## config.mk

```make
export PLATFORM = sky130hd
export DESIGN_NAME = ook_frame_encoder
export DESIGN_NICKNAME = d
export VERILOG_FILES = /design/src/rtl/ook_frame_encoder.sv
export SDC_FILE = /design/constraint.sdc
export NUM_CORES = 1
export LEC_CHECK = 0
export ABC_AREA = 1
export BUFFER_PORTS_ARGS = -buffer_cell sky130_fd_sc_hd__buf_2
export CORE_ASPECT_RATIO = 0.5
export CORE_MARGIN = 2
export CORE_UTILIZATION = 50
export DETAILED_ROUTE_END_ITERATION = 6
export PLACE_DENSITY = 0.78
export SETUP_SLACK_MARGIN = 0.15
export SLEW_MARGIN = 10
export SYNTH_ARGS = -nofsm -noshare
export SYNTH_HDL_FRONTEND = slang
export SYNTH_SLANG_ARGS = --single-unit
```

## constraint.sdc

```tcl
create_clock -name clk -period 4.75 [get_ports clk]
set_input_delay 0.2375 -clock clk [delete_from_list [all_inputs] [get_ports clk]]
set_output_delay 0.2375 -clock clk [all_outputs]
set_load 0.005 [all_outputs]
```

## src/rtl/ook_frame_encoder.sv

```systemverilog
// Byte-to-OOK line encoder: gathers FRAME_BYTES bytes, then sends the frame REPEAT times as
// pulse-width-coded OOK with a sync gap. Optional macro OOK_BYTE_TIMEOUT_EN drops stale partial frames.
module ook_frame_encoder #(
    parameter int CLK_HZ      = 12000000,
    parameter int TE_US       = 350,
    parameter int FRAME_BYTES = 3,
    parameter int REPEAT      = 4,
    parameter int SYNC_TE     = 31,
    parameter int GAP_CYCLES  = 1200000
) (
    input  logic       clk,
    input  logic       rst,
    input  logic [7:0] in_data,
    input  logic       in_valid,
    output logic       in_ready,
    output logic       rf_tx,
    output logic       busy,
    output logic       frame_done
);

    localparam int TE_CYCLES = CLK_HZ / 1000000 * TE_US;
    localparam int NBITS     = 8 * FRAME_BYTES;
    localparam int PH_MAX    = (SYNC_TE > 3) ? SYNC_TE : 3;
    localparam int TE_W      = (TE_CYCLES > 1) ? $clog2(TE_CYCLES) : 1;
    localparam int PH_W      = $clog2(PH_MAX);
    localparam int BI_W      = $clog2(NBITS);
    localparam int REP_W     = (REPEAT > 1) ? $clog2(REPEAT) : 1;
    localparam int BY_W      = (FRAME_BYTES > 1) ? $clog2(FRAME_BYTES) : 1;

    if (FRAME_BYTES < 1 || FRAME_BYTES > 8 || REPEAT < 1 || REPEAT > 15 ||
        TE_CYCLES < 1 || SYNC_TE < 1 || GAP_CYCLES < 2) begin : g_param_check
        $error("ook_frame_encoder: parameter out of range");
    end

    typedef enum logic [2:0] {
        S_IDLE   = 3'd0,
        S_HIGH   = 3'd1,
        S_LOW    = 3'd2,
        S_SYNC_H = 3'd3,
        S_SYNC_L = 3'd4
    } state_t;

    state_t             r_state;
    state_t             w_state_nxt;
    logic [TE_W-1:0]    r_te_cnt;
    logic [PH_W-1:0]    r_ph_cnt;
    logic [BI_W-1:0]    r_bit_idx;
    logic [REP_W-1:0]   r_rep;
    logic [BY_W-1:0]    r_byte_idx;
    logic [NBITS-1:0]   r_frame;
    logic               r_rf_tx;
    logic               r_frame_done;
    logic [PH_W-1:0]    w_ph_end;
    logic               w_cur_bit;
    logic               w_accept;
    logic               w_last_byte;
    logic               w_last_bit;
    logic               w_last_rep;
    logic               w_te_last;
    logic               w_ph_done;
    logic               w_gap_expire;

    assign in_ready    = (r_state == S_IDLE) & ~rst;
    assign busy        = (r_state != S_IDLE);
    assign rf_tx       = r_rf_tx;
    assign frame_done  = r_frame_done;
    assign w_accept    = in_valid & in_ready;
    assign w_last_byte = (r_byte_idx == BY_W'(FRAME_BYTES - 1));
    assign w_last_bit  = (r_bit_idx == BI_W'(NBITS - 1));
    assign w_last_rep  = (r_rep == REP_W'(REPEAT - 1));
    assign w_te_last   = (r_te_cnt == TE_W'(TE_CYCLES - 1));
    assign w_ph_done   = w_te_last & (r_ph_cnt == w_ph_end);

    // Current data bit, byte 0 first and MSB first within each byte.
    always_comb begin
        w_cur_bit = 1'b0;
        for (int i = 0; i < NBITS; i++) begin
            if (r_bit_idx == BI_W'(i)) begin
                w_cur_bit = r_frame[NBITS-1-i];
            end else begin
                w_cur_bit = w_cur_bit;
            end
        end
    end

    // Last TE index of the current phase: a 1 is 3 TE high / 1 TE low, a 0 the reverse.
    always_comb begin
        w_ph_end = PH_W'(0);
        case (r_state)
            S_HIGH:   w_ph_end = w_cur_bit ? PH_W'(2) : PH_W'(0);
            S_LOW:    w_ph_end = w_cur_bit ? PH_W'(0) : PH_W'(2);
            S_SYNC_L: w_ph_end = PH_W'(SYNC_TE - 1);
            default:  w_ph_end = PH_W'(0);
        endcase
    end

    // Next-state logic.
    always_comb begin
        w_state_nxt = r_state;
        case (r_state)
            S_IDLE: begin
                if (w_accept && w_last_byte) w_state_nxt = S_HIGH;
                else                         w_state_nxt = S_IDLE;
            end
            S_HIGH: begin
                if (w_ph_done) w_state_nxt = S_LOW;
                else           w_state_nxt = S_HIGH;
            end
            S_LOW: begin
                if (w_ph_done) w_state_nxt = w_last_bit ? S_SYNC_H : S_HIGH;
                else           w_state_nxt = S_LOW;
            end
            S_SYNC_H: begin
                if (w_ph_done) w_state_nxt = S_SYNC_L;
                else           w_state_nxt = S_SYNC_H;
            end
            S_SYNC_L: begin
                if (w_ph_done) w_state_nxt = w_last_rep ? S_IDLE : S_HIGH;
                else           w_state_nxt = S_SYNC_L;
            end
            default: w_state_nxt = S_IDLE;
        endcase
    end

`ifdef OOK_BYTE_TIMEOUT_EN
    localparam int GAP_W = (GAP_CYCLES > 1) ? $clog2(GAP_CYCLES) : 1;
    logic [GAP_W-1:0] r_gap_cnt;

    assign w_gap_expire = (r_state == S_IDLE) && (r_byte_idx != '0) && !w_accept &&
                          (r_gap_cnt == GAP_W'(GAP_CYCLES - 1));

    // Idle time of a partially filled frame.
    always_ff @(posedge clk) begin
        if (rst) begin
            r_gap_cnt <= '0;
        end else if (w_accept || (r_state != S_IDLE) || (r_byte_idx == '0) || w_gap_expire) begin
            r_gap_cnt <= '0;
        end else begin
            r_gap_cnt <= r_gap_cnt + 1'b1;
        end
    end
`else
    assign w_gap_expire = 1'b0;
`endif

    // State, timing counters, frame fill and registered outputs.
    always_ff @(posedge clk) begin
        if (rst) begin
            r_state      <= S_IDLE;
            r_te_cnt     <= '0;
            r_ph_cnt     <= '0;
            r_bit_idx    <= '0;
            r_rep        <= '0;
            r_byte_idx   <= '0;
            r_frame      <= '0;
            r_rf_tx      <= 1'b0;
            r_frame_done <= 1'b0;
        end else begin
            r_state      <= w_state_nxt;
            r_rf_tx      <= (r_state == S_HIGH) || (r_state == S_SYNC_H);
            r_frame_done <= (r_state == S_SYNC_L) && w_ph_done && w_last_rep;

            if (r_state == S_IDLE) begin
                r_te_cnt <= '0;
                r_ph_cnt <= '0;
            end else if (w_te_last) begin
                r_te_cnt <= '0;
                r_ph_cnt <= w_ph_done ? '0 : r_ph_cnt + 1'b1;
            end else begin
                r_te_cnt <= r_te_cnt + 1'b1;
            end

            if (r_state == S_LOW && w_ph_done && !w_last_bit) begin
                r_bit_idx <= r_bit_idx + 1'b1;
            end else if (r_state == S_SYNC_L && w_ph_done) begin
                r_bit_idx <= '0;
            end else begin
                r_bit_idx <= r_bit_idx;
            end

            if (r_state == S_SYNC_L && w_ph_done) begin
                r_rep <= w_last_rep ? '0 : r_rep + 1'b1;
            end else begin
                r_rep <= r_rep;
            end

            if (w_accept) begin
                r_byte_idx <= w_last_byte ? '0 : r_byte_idx + 1'b1;
                for (int k = 0; k < FRAME_BYTES; k++) begin
                    if (r_byte_idx == BY_W'(k)) r_frame[NBITS-1-8*k -: 8] <= in_data;
                end
            end else if (w_gap_expire) begin
                r_byte_idx <= '0;
            end else begin
                r_byte_idx <= r_byte_idx;
            end
        end
    end

endmodule

```

==> results of run 1 <==
==> cell type report <==
cell class                 count  share of cell area
timing repair buffer          14              0.0217
multi-input combinational    294               0.473
clock inverter                 1             0.00929
sequential                    56               0.347
clock buffer                   7              0.0472
inverter                      63              0.0739
tap                           73              0.0283
==> layout by cell type (no fill, tap or decap), drive strengths merged <==
| cell | synthesis | final |
|---|---|---|
| nor2 | 85 | 85 |
| inv | 62 | 62 |
| a211oi | 2 | 2 |
| dfxtp | 56 | 56 |
| buf | 2 | 14 |
| a31oi | 7 | 7 |
| xor2 | 6 | 6 |
| nand3b | 2 | 2 |
| ha | 8 | 8 |
| o21ai | 31 | 31 |
| nand2 | 63 | 63 |
| bufinv | 0 | 1 |
| xnor2 | 1 | 1 |
| or2 | 2 | 2 |
| a21oi | 17 | 17 |
| o32ai | 1 | 1 |
| o21bai | 2 | 2 |
| nor3 | 18 | 18 |
| nand3 | 28 | 28 |
| a41oi | 1 | 1 |
| nor3b | 1 | 1 |
| o22ai | 3 | 3 |
| nor4 | 6 | 6 |
| clkinv | 1 | 1 |
| clkbuf | 7 | 7 |
| nand4 | 6 | 6 |
| o21a | 4 | 4 |
==> logic make-up (layout without fill, tap and decap cells) <==
logic type	Yosys count	count (layout)	synth area share
buffers and inverters	72	85	0.0964
AOI/OAI and AO/OA	68	68	0.130
xor gates and xnor gates	7	7	0.0209
adders and majority gates	8	8	0.0341
DFF	56	56	0.382
and+or+nand+nor	211	211	0.337
==> path summary, 6_finish.rpt <==
kind / start / to / slack (ns)
worst min register to register: r_te_cnt[0]$_SDFF_PP0_ / r_te_cnt[0]$_SDFF_PP0_ / 0.45
worst max-delay path: r_bit_idx[0]$_SDFFE_PP0P_ / r_bit_idx[0]$_SDFFE_PP0P_ / 1.47
worst max register to register: r_bit_idx[0]$_SDFFE_PP0P_ / r_bit_idx[0]$_SDFFE_PP0P_ / 1.47
worst min-delay path: in_data[3] / r_frame[3]$_SDFFE_PP0P_ / 0.21
==> tightest hold or removal path, stage by stage <==
cell    delay (ns)
buf_2         0.10
nor2_1        0.05
nor2_1        0.09
==> stage by stage <==
stage          worst slack [ns]   util  std cells
2_1_floorplan              1.91      -        422
3_3_place_gp               1.56  0.548        500
3_5_place_dp               1.49  0.548        500
4_1_cts                    1.47  0.581        508
5_1_grt                    1.03  0.581        508
6_report                   1.47  0.581        508
==> power groups by stage <==
stage / Combinational, mW / Sequential [mW] / Clock [mW]
floorplan: 0.0263 / 0.491 / 0
global placement: 0.0384 / 0.493 / 0
detailed placement: 0.0387 / 0.493 / 0
CTS: 0.0393 / 0.483 / 0.450
global route: 0.0457 / 0.484 / 0.476
finish: 0.0394 / 0.483 / 0.444
==> sequential cells by signal (all words and copies together), names as in the netlist <==
name / flops
frame_done: 1
r_bit_idx: 5
r_ph_cnt: 5
r_state: 3
rf_tx: 1
r_frame: 24
r_rep: 2
r_byte_idx: 2
r_te_cnt: 13
==> per-layer routing <==
layer / vias to the layer above / track usage / wire, µm
met5: - / 0 / 0
met4: 0 / 0.0801 / 163
met3: 16 / 0.0659 / 340
met2: 57 / 0.352 / 2760
met1: 1173 / 0.262 / 2930
li1: 1400 / - / -
==> flow_metrics.py, run 1 <==
metrics = {
    "run_status": {
        "status": "finished, final reports clean",
    },
    "yosys": {
        "synth_seq_area_share": 0.382,
        "synth_area_per_cell_um2": 6.95,
        "ys_warn_count": 0,
        "yosys-top-cells-count": "nor2_1 (80), dfxtp_1 (56), inv_1 (56), nand2_1 (55), o21ai_0 (31)",
        "synth.most_common_cell": "nor2_1",
        "ys_seq_elements": 56,
        "synth-main-ff-cell": "dfxtp_1",
        "netlist_instances": 422,
        "synthesis.area_um2": 2930,
        "synth_edf_count": 0,
        "synth.area.top_cells": "dfxtp_1 (38%), nor2_1 (10%), inv_1 (7.2%)",
        "async_reset_ff_frac": 0,
        "synth_top_cell_by_area": "dfxtp_1",
        "yosys.area.top_type_share": 0.382,
        "synth_cell_types": 38,
        "syn_nets": 441,
    },
    "timing": {
        "skew_ns": 0.00790,
        "fmax_ghz": 0.305,
        "setup_tns_ns": 0,
        "fin_crit_sh": 0.691,
        "rsz0062_at_grt": "no",
        "hold_violations": 0,
        "max_slew_margin": 0.298,
        "final-setup-viol-count": 0,
        "period_needed_ns": 3.28,
        "hold_ws_ns": 0.209,
        "drv_slew": 0,
        "tightest_slew_ns": 1.04,
    },
    "pwr": {
        "leakage_nw": 1.35,
        "switchingPower_mw": 0.197,
        "p_int_mw": 0.769,
        "seqPwrFrac": 0.500,
        "p_total_mw": 0.966,
        "swShare": 0.204,
        "power_frac_clock": 0.460,
        "comb_power_share": 0.041,
        "powerDensity_nw_per_um2": 299,
        "ir_drop_v": 0.000207,
    },
    "setup_path": {
        "critPathTopFamily": "simple AND/OR/NAND/NOR gates",
        "worst_r2r_path_depth": 34,
        "arrival_ns": 3.47,
        "critPathSlowestCell": "dfxtp_1",
        "path_depth": 34,
        "startpoint_type": "register",
        "cp.buffers_inverters": 3,
        "critPathKind": "reg -> reg",
        "cp.required_ns": 4.94,
        "crit_fanout": 6,
        "cp_slowest_stage_delay_ns": 0.38,
        "critPathCaptureType": "register",
        "crit_top_cell": "nand2_1",
    },
    "route": {
        "first_pass_iters": 4,
        "drt-initial-drc-count": 92,
        "dr_total_vias": 2646,
        "vias_per_cell": 5.21,
        "drt-total-wl_um": 6200,
        "drc": 0,
        "ant_nets": 0,
        "routedWlPerCell_um": 12.2,
    },
    "finish": {
        "final-seq-area_um2": 1120,
        "fill_cells": 528,
        "layout-drive-gt1-share": 0.113,
        "finalInstanceArea_um2": 3230,
        "syn_to_final_growth_pct": 10.2,
        "multi_input_area_um2": 1530,
        "finalNetCount": 453,
        "diodes": 0,
    },
    "floorplanning": {
        "placementRows": 19,
        "ios": 15,
        "die_area_um2": 6530,
        "die-width_um": 112,
        "initial_utilization": 0.527,
        "fp.coreArea_um2": 5560,
        "die_h_um": 58.2,
    },
    "clocking": {
        "post_cts_resized": 0,
        "cts.path.max_buffers": 2,
        "cts_tree": "built",
        "cts.sinks": 56,
        "cts_max_level": 2,
        "cts_hold_repair.buffers": 0,
        "clockRootBuffer": "clkbuf_16",
        "numCtsBuffers": 5,
        "cts_post_setup_buffers_inserted": 0,
        "clock_latency_ns": 0.30,
        "clkSlewWorstSetupHoldPaths_ns": 0.07,
    },
    "run": {
        "cap_viol_max_count": 0,
    },
    "global_route": {
        "grt_usage": 0.211,
        "first_global_vias": 2479,
        "grt_overflow": 0,
        "grt_max_degree": 29,
        "grt_pass1_wl_um": 10900,
        "antenna_found_initial": 0,
    },
    "placement": {
        "gp_congestion": 0.971,
        "place_area_um2": 3050,
        "dpl.hpwl_um": 4610,
        "port_buffers": 14,
    },
    "worst_hold_path": {
        "hold_class": "in -> reg",
        "holdPathStages": 3,
    },
}
(Power assumes the default switching activity.)
==> run 2, diff against run 1 <==
- PLACE_DENSITY: 0.78 -> 0.81
- clock period: 4.75 -> 2.7 ns (I/O delays scaled with it)
==> flow_metrics.py, run 2 (synthesized netlist as in run 1, its figures left out) <==
metrics = {
    "run_status": {
        "status": "finished, violations left",
        "violations": "negative setup slack",
    },
    "setup_path": {
        "critPathSlowestCell": "dfxtp_4",
        "critPathKind": "reg -> reg",
        "cp_slowest_stage_delay_ns": 0.41,
        "cp.buffers_inverters": 3,
        "startpoint_type": "register",
        "cp.required_ns": 2.93,
        "critPathTopFamily": "simple AND/OR/NAND/NOR gates",
        "reg2reg_to": "r_bit_idx[0]$_SDFFE_PP0P_",
        "worst_r2r_path_depth": 35,
        "arrival_ns": 3.33,
        "crit_top_cell": "nand2_1",
        "r2r_setup_slack_ns": -0.40,
        "critPathCaptureType": "register",
        "r2r_start": "r_bit_idx[0]$_SDFFE_PP0P_",
        "crit_fanout": 6,
    },
    "worst_hold_path": {
        "min_to": "r_frame[4]$_SDFFE_PP0P_",
        "holdPathStages": 3,
        "hold_class": "in -> reg",
        "hold_start": "in_data[4]",
    },
    "clocking": {
        "clockRootBuffer": "clkbuf_16",
        "numCtsBuffers": 5,
        "cts_max_level": 2,
        "cts.path.max_buffers": 2,
        "clkSlewWorstSetupHoldPaths_ns": 0.07,
        "cts.sinks": 56,
        "cts_hold_repair.buffers": 0,
        "clock_latency_ns": 0.30,
        "cts_tree": "built",
    },
    "floorplanning": {
        "die_h_um": 58.2,
        "fp.coreArea_um2": 5560,
        "initial_utilization": 0.527,
        "die-width_um": 112,
        "placementRows": 19,
        "die_area_um2": 6530,
        "ios": 15,
    },
    "timing": {
        "drv_slew": 0,
        "hold_ws_ns": 0.113,
        "final-setup-viol-count": 16,
        "tightest_slew_ns": 0.647,
        "period_needed_ns": 3.10,
        "rsz0062_at_grt": "yes",
        "fmax_ghz": 0.323,
        "worst_slack_ns": -0.399,
        "fin_crit_sh": 1.15,
        "setup_tns_ns": -5.13,
        "max_slew_margin": 0.568,
        "hold_violations": 0,
        "skew_ns": 0.00482,
    },
    "global_route": {
        "grt_overflow": 0,
        "grt_max_degree": 29,
        "first_global_vias": 2697,
        "antenna_found_initial": 0,
        "grt_pass1_wl_um": 11800,
        "grt_usage": 0.226,
    },
    "pwr": {
        "powerDensity_nw_per_um2": 423,
        "leakage_nw": 1.56,
        "p_total_mw": 1.57,
        "ir_drop_v": 0.000297,
    },
    "finish": {
        "reg.largest.list": "r_frame: 24 flops, r_te_cnt: 13 flops",
        "instances_no_fill": 550,
        "layout-drive-gt1-share": 0.252,
        "final_common_cell": "nor2_1",
        "largest_reg_flops": 24,
        "largest-register": "r_frame",
        "finalNetCount": 495,
        "diodes": 0,
        "syn_to_final_growth_pct": 26.5,
        "mostFrequentLayoutCells": "nor2_1 (75), dfxtp_1 (53), inv_1 (51), nand2_1 (51), buf_4 (40)",
    },
    "route": {
        "routedWlPerCell_um": 13.2,
        "vias_per_cell": 5.25,
        "drc": 0,
        "drt-total-wl_um": 7250,
        "dr_total_vias": 2886,
        "ant_nets": 0,
        "drt-initial-drc-count": 151,
        "first_pass_iters": 5,
    },
    "placement": {
        "dpl_worst_slack_ns": -0.304,
        "port_buffers": 14,
        "dpl.hpwl_um": 5140,
        "dp.cells": 533,
        "gp_congestion": 0.903,
    },
    "run": {
        "cap_viol_max_count": 0,
    },
}
-- run 2: worst register-to-register path, delay by kind of cell (launching register included) --
| family | cells | cell delay [ns] |
|---|---|---|
| AOI/OAI and AO/OA | 1 | 0.15 |
| adders and majority gates | 1 | 0.17 |
| buffers and inverters | 3 | 0.18 |
| DFF | 1 | 0.41 |
| and+or+nand+nor | 30 | 2.13 |
-- run 2: power by group --
group	internal [mW]	switching [mW]
combinational	0.0251	0.0477
clock	0.348	0.300
sequential	0.838	0.00986
-- run 2: per-stage QoR --
stage / cell area [µm²] / utilization
after floorplan: 3000 / -
after global placement: 3370 / 0.606
after detailed placement: 3370 / 0.606
after CTS: 3620 / 0.650
after global routing: 3710 / 0.667
final: 3710 / 0.667
-- run 2: worst max-delay path by stage --
| stage | from | to | slack (ns) | cells after the start |
|---|---|---|---|---|
| 4_1_cts | r_bit_idx[1]$_SDFFE_PP0P_ | r_bit_idx[0]$_SDFFE_PP0P_ | -0.31 | 37 |
| 6_report | r_bit_idx[0]$_SDFFE_PP0P_ | r_bit_idx[0]$_SDFFE_PP0P_ | -0.40 | 35 |
| 5_1_grt | r_bit_idx[0]$_SDFFE_PP0P_ | r_bit_idx[0]$_SDFFE_PP0P_ | -0.70 | 35 |
| 3_5_place_dp | r_bit_idx[1]$_SDFFE_PP0P_ | r_bit_idx[0]$_SDFFE_PP0P_ | -0.30 | 33 |
| 3_3_place_gp | r_bit_idx[1]$_SDFFE_PP0P_ | r_state[0]$_SDFF_PP0_ | -0.21 | 34 |
| 2_1_floorplan | r_bit_idx[1]$_SDFFE_PP0P_ | r_bit_idx[0]$_SDFFE_PP0P_ | -0.03 | 36 |
-- run 2: metal layers --
layer  share of wire  track usage  wire [µm]  vias to the layer above
li1                -            -          -                     1484
met1            0.44        0.265       3180                     1327
met2            0.50        0.431       3630                       63
met3           0.045       0.0418        329                       12
met4           0.015       0.0679        108                        0
met5               0            0          0                        -
-- run 2: cell type report --
cell class	count	area (µm²)
Timing Repair Buffer	56	402
Clock buffer	6	129
Sequential cell	56	1130
Inverter	63	249
Tap cell	73	91.3
Fill cell	439	1850
Multi-Input combinational cell	294	1690
Clock inverter	2	16.3
-- run 2: what timing repair did --
item | in CTS | in global routing
resized for setup | 18 | 11
endpoints found under the setup margin | 16 | 16
pin swaps | 6 | 5
setup buffers | 3 | 6
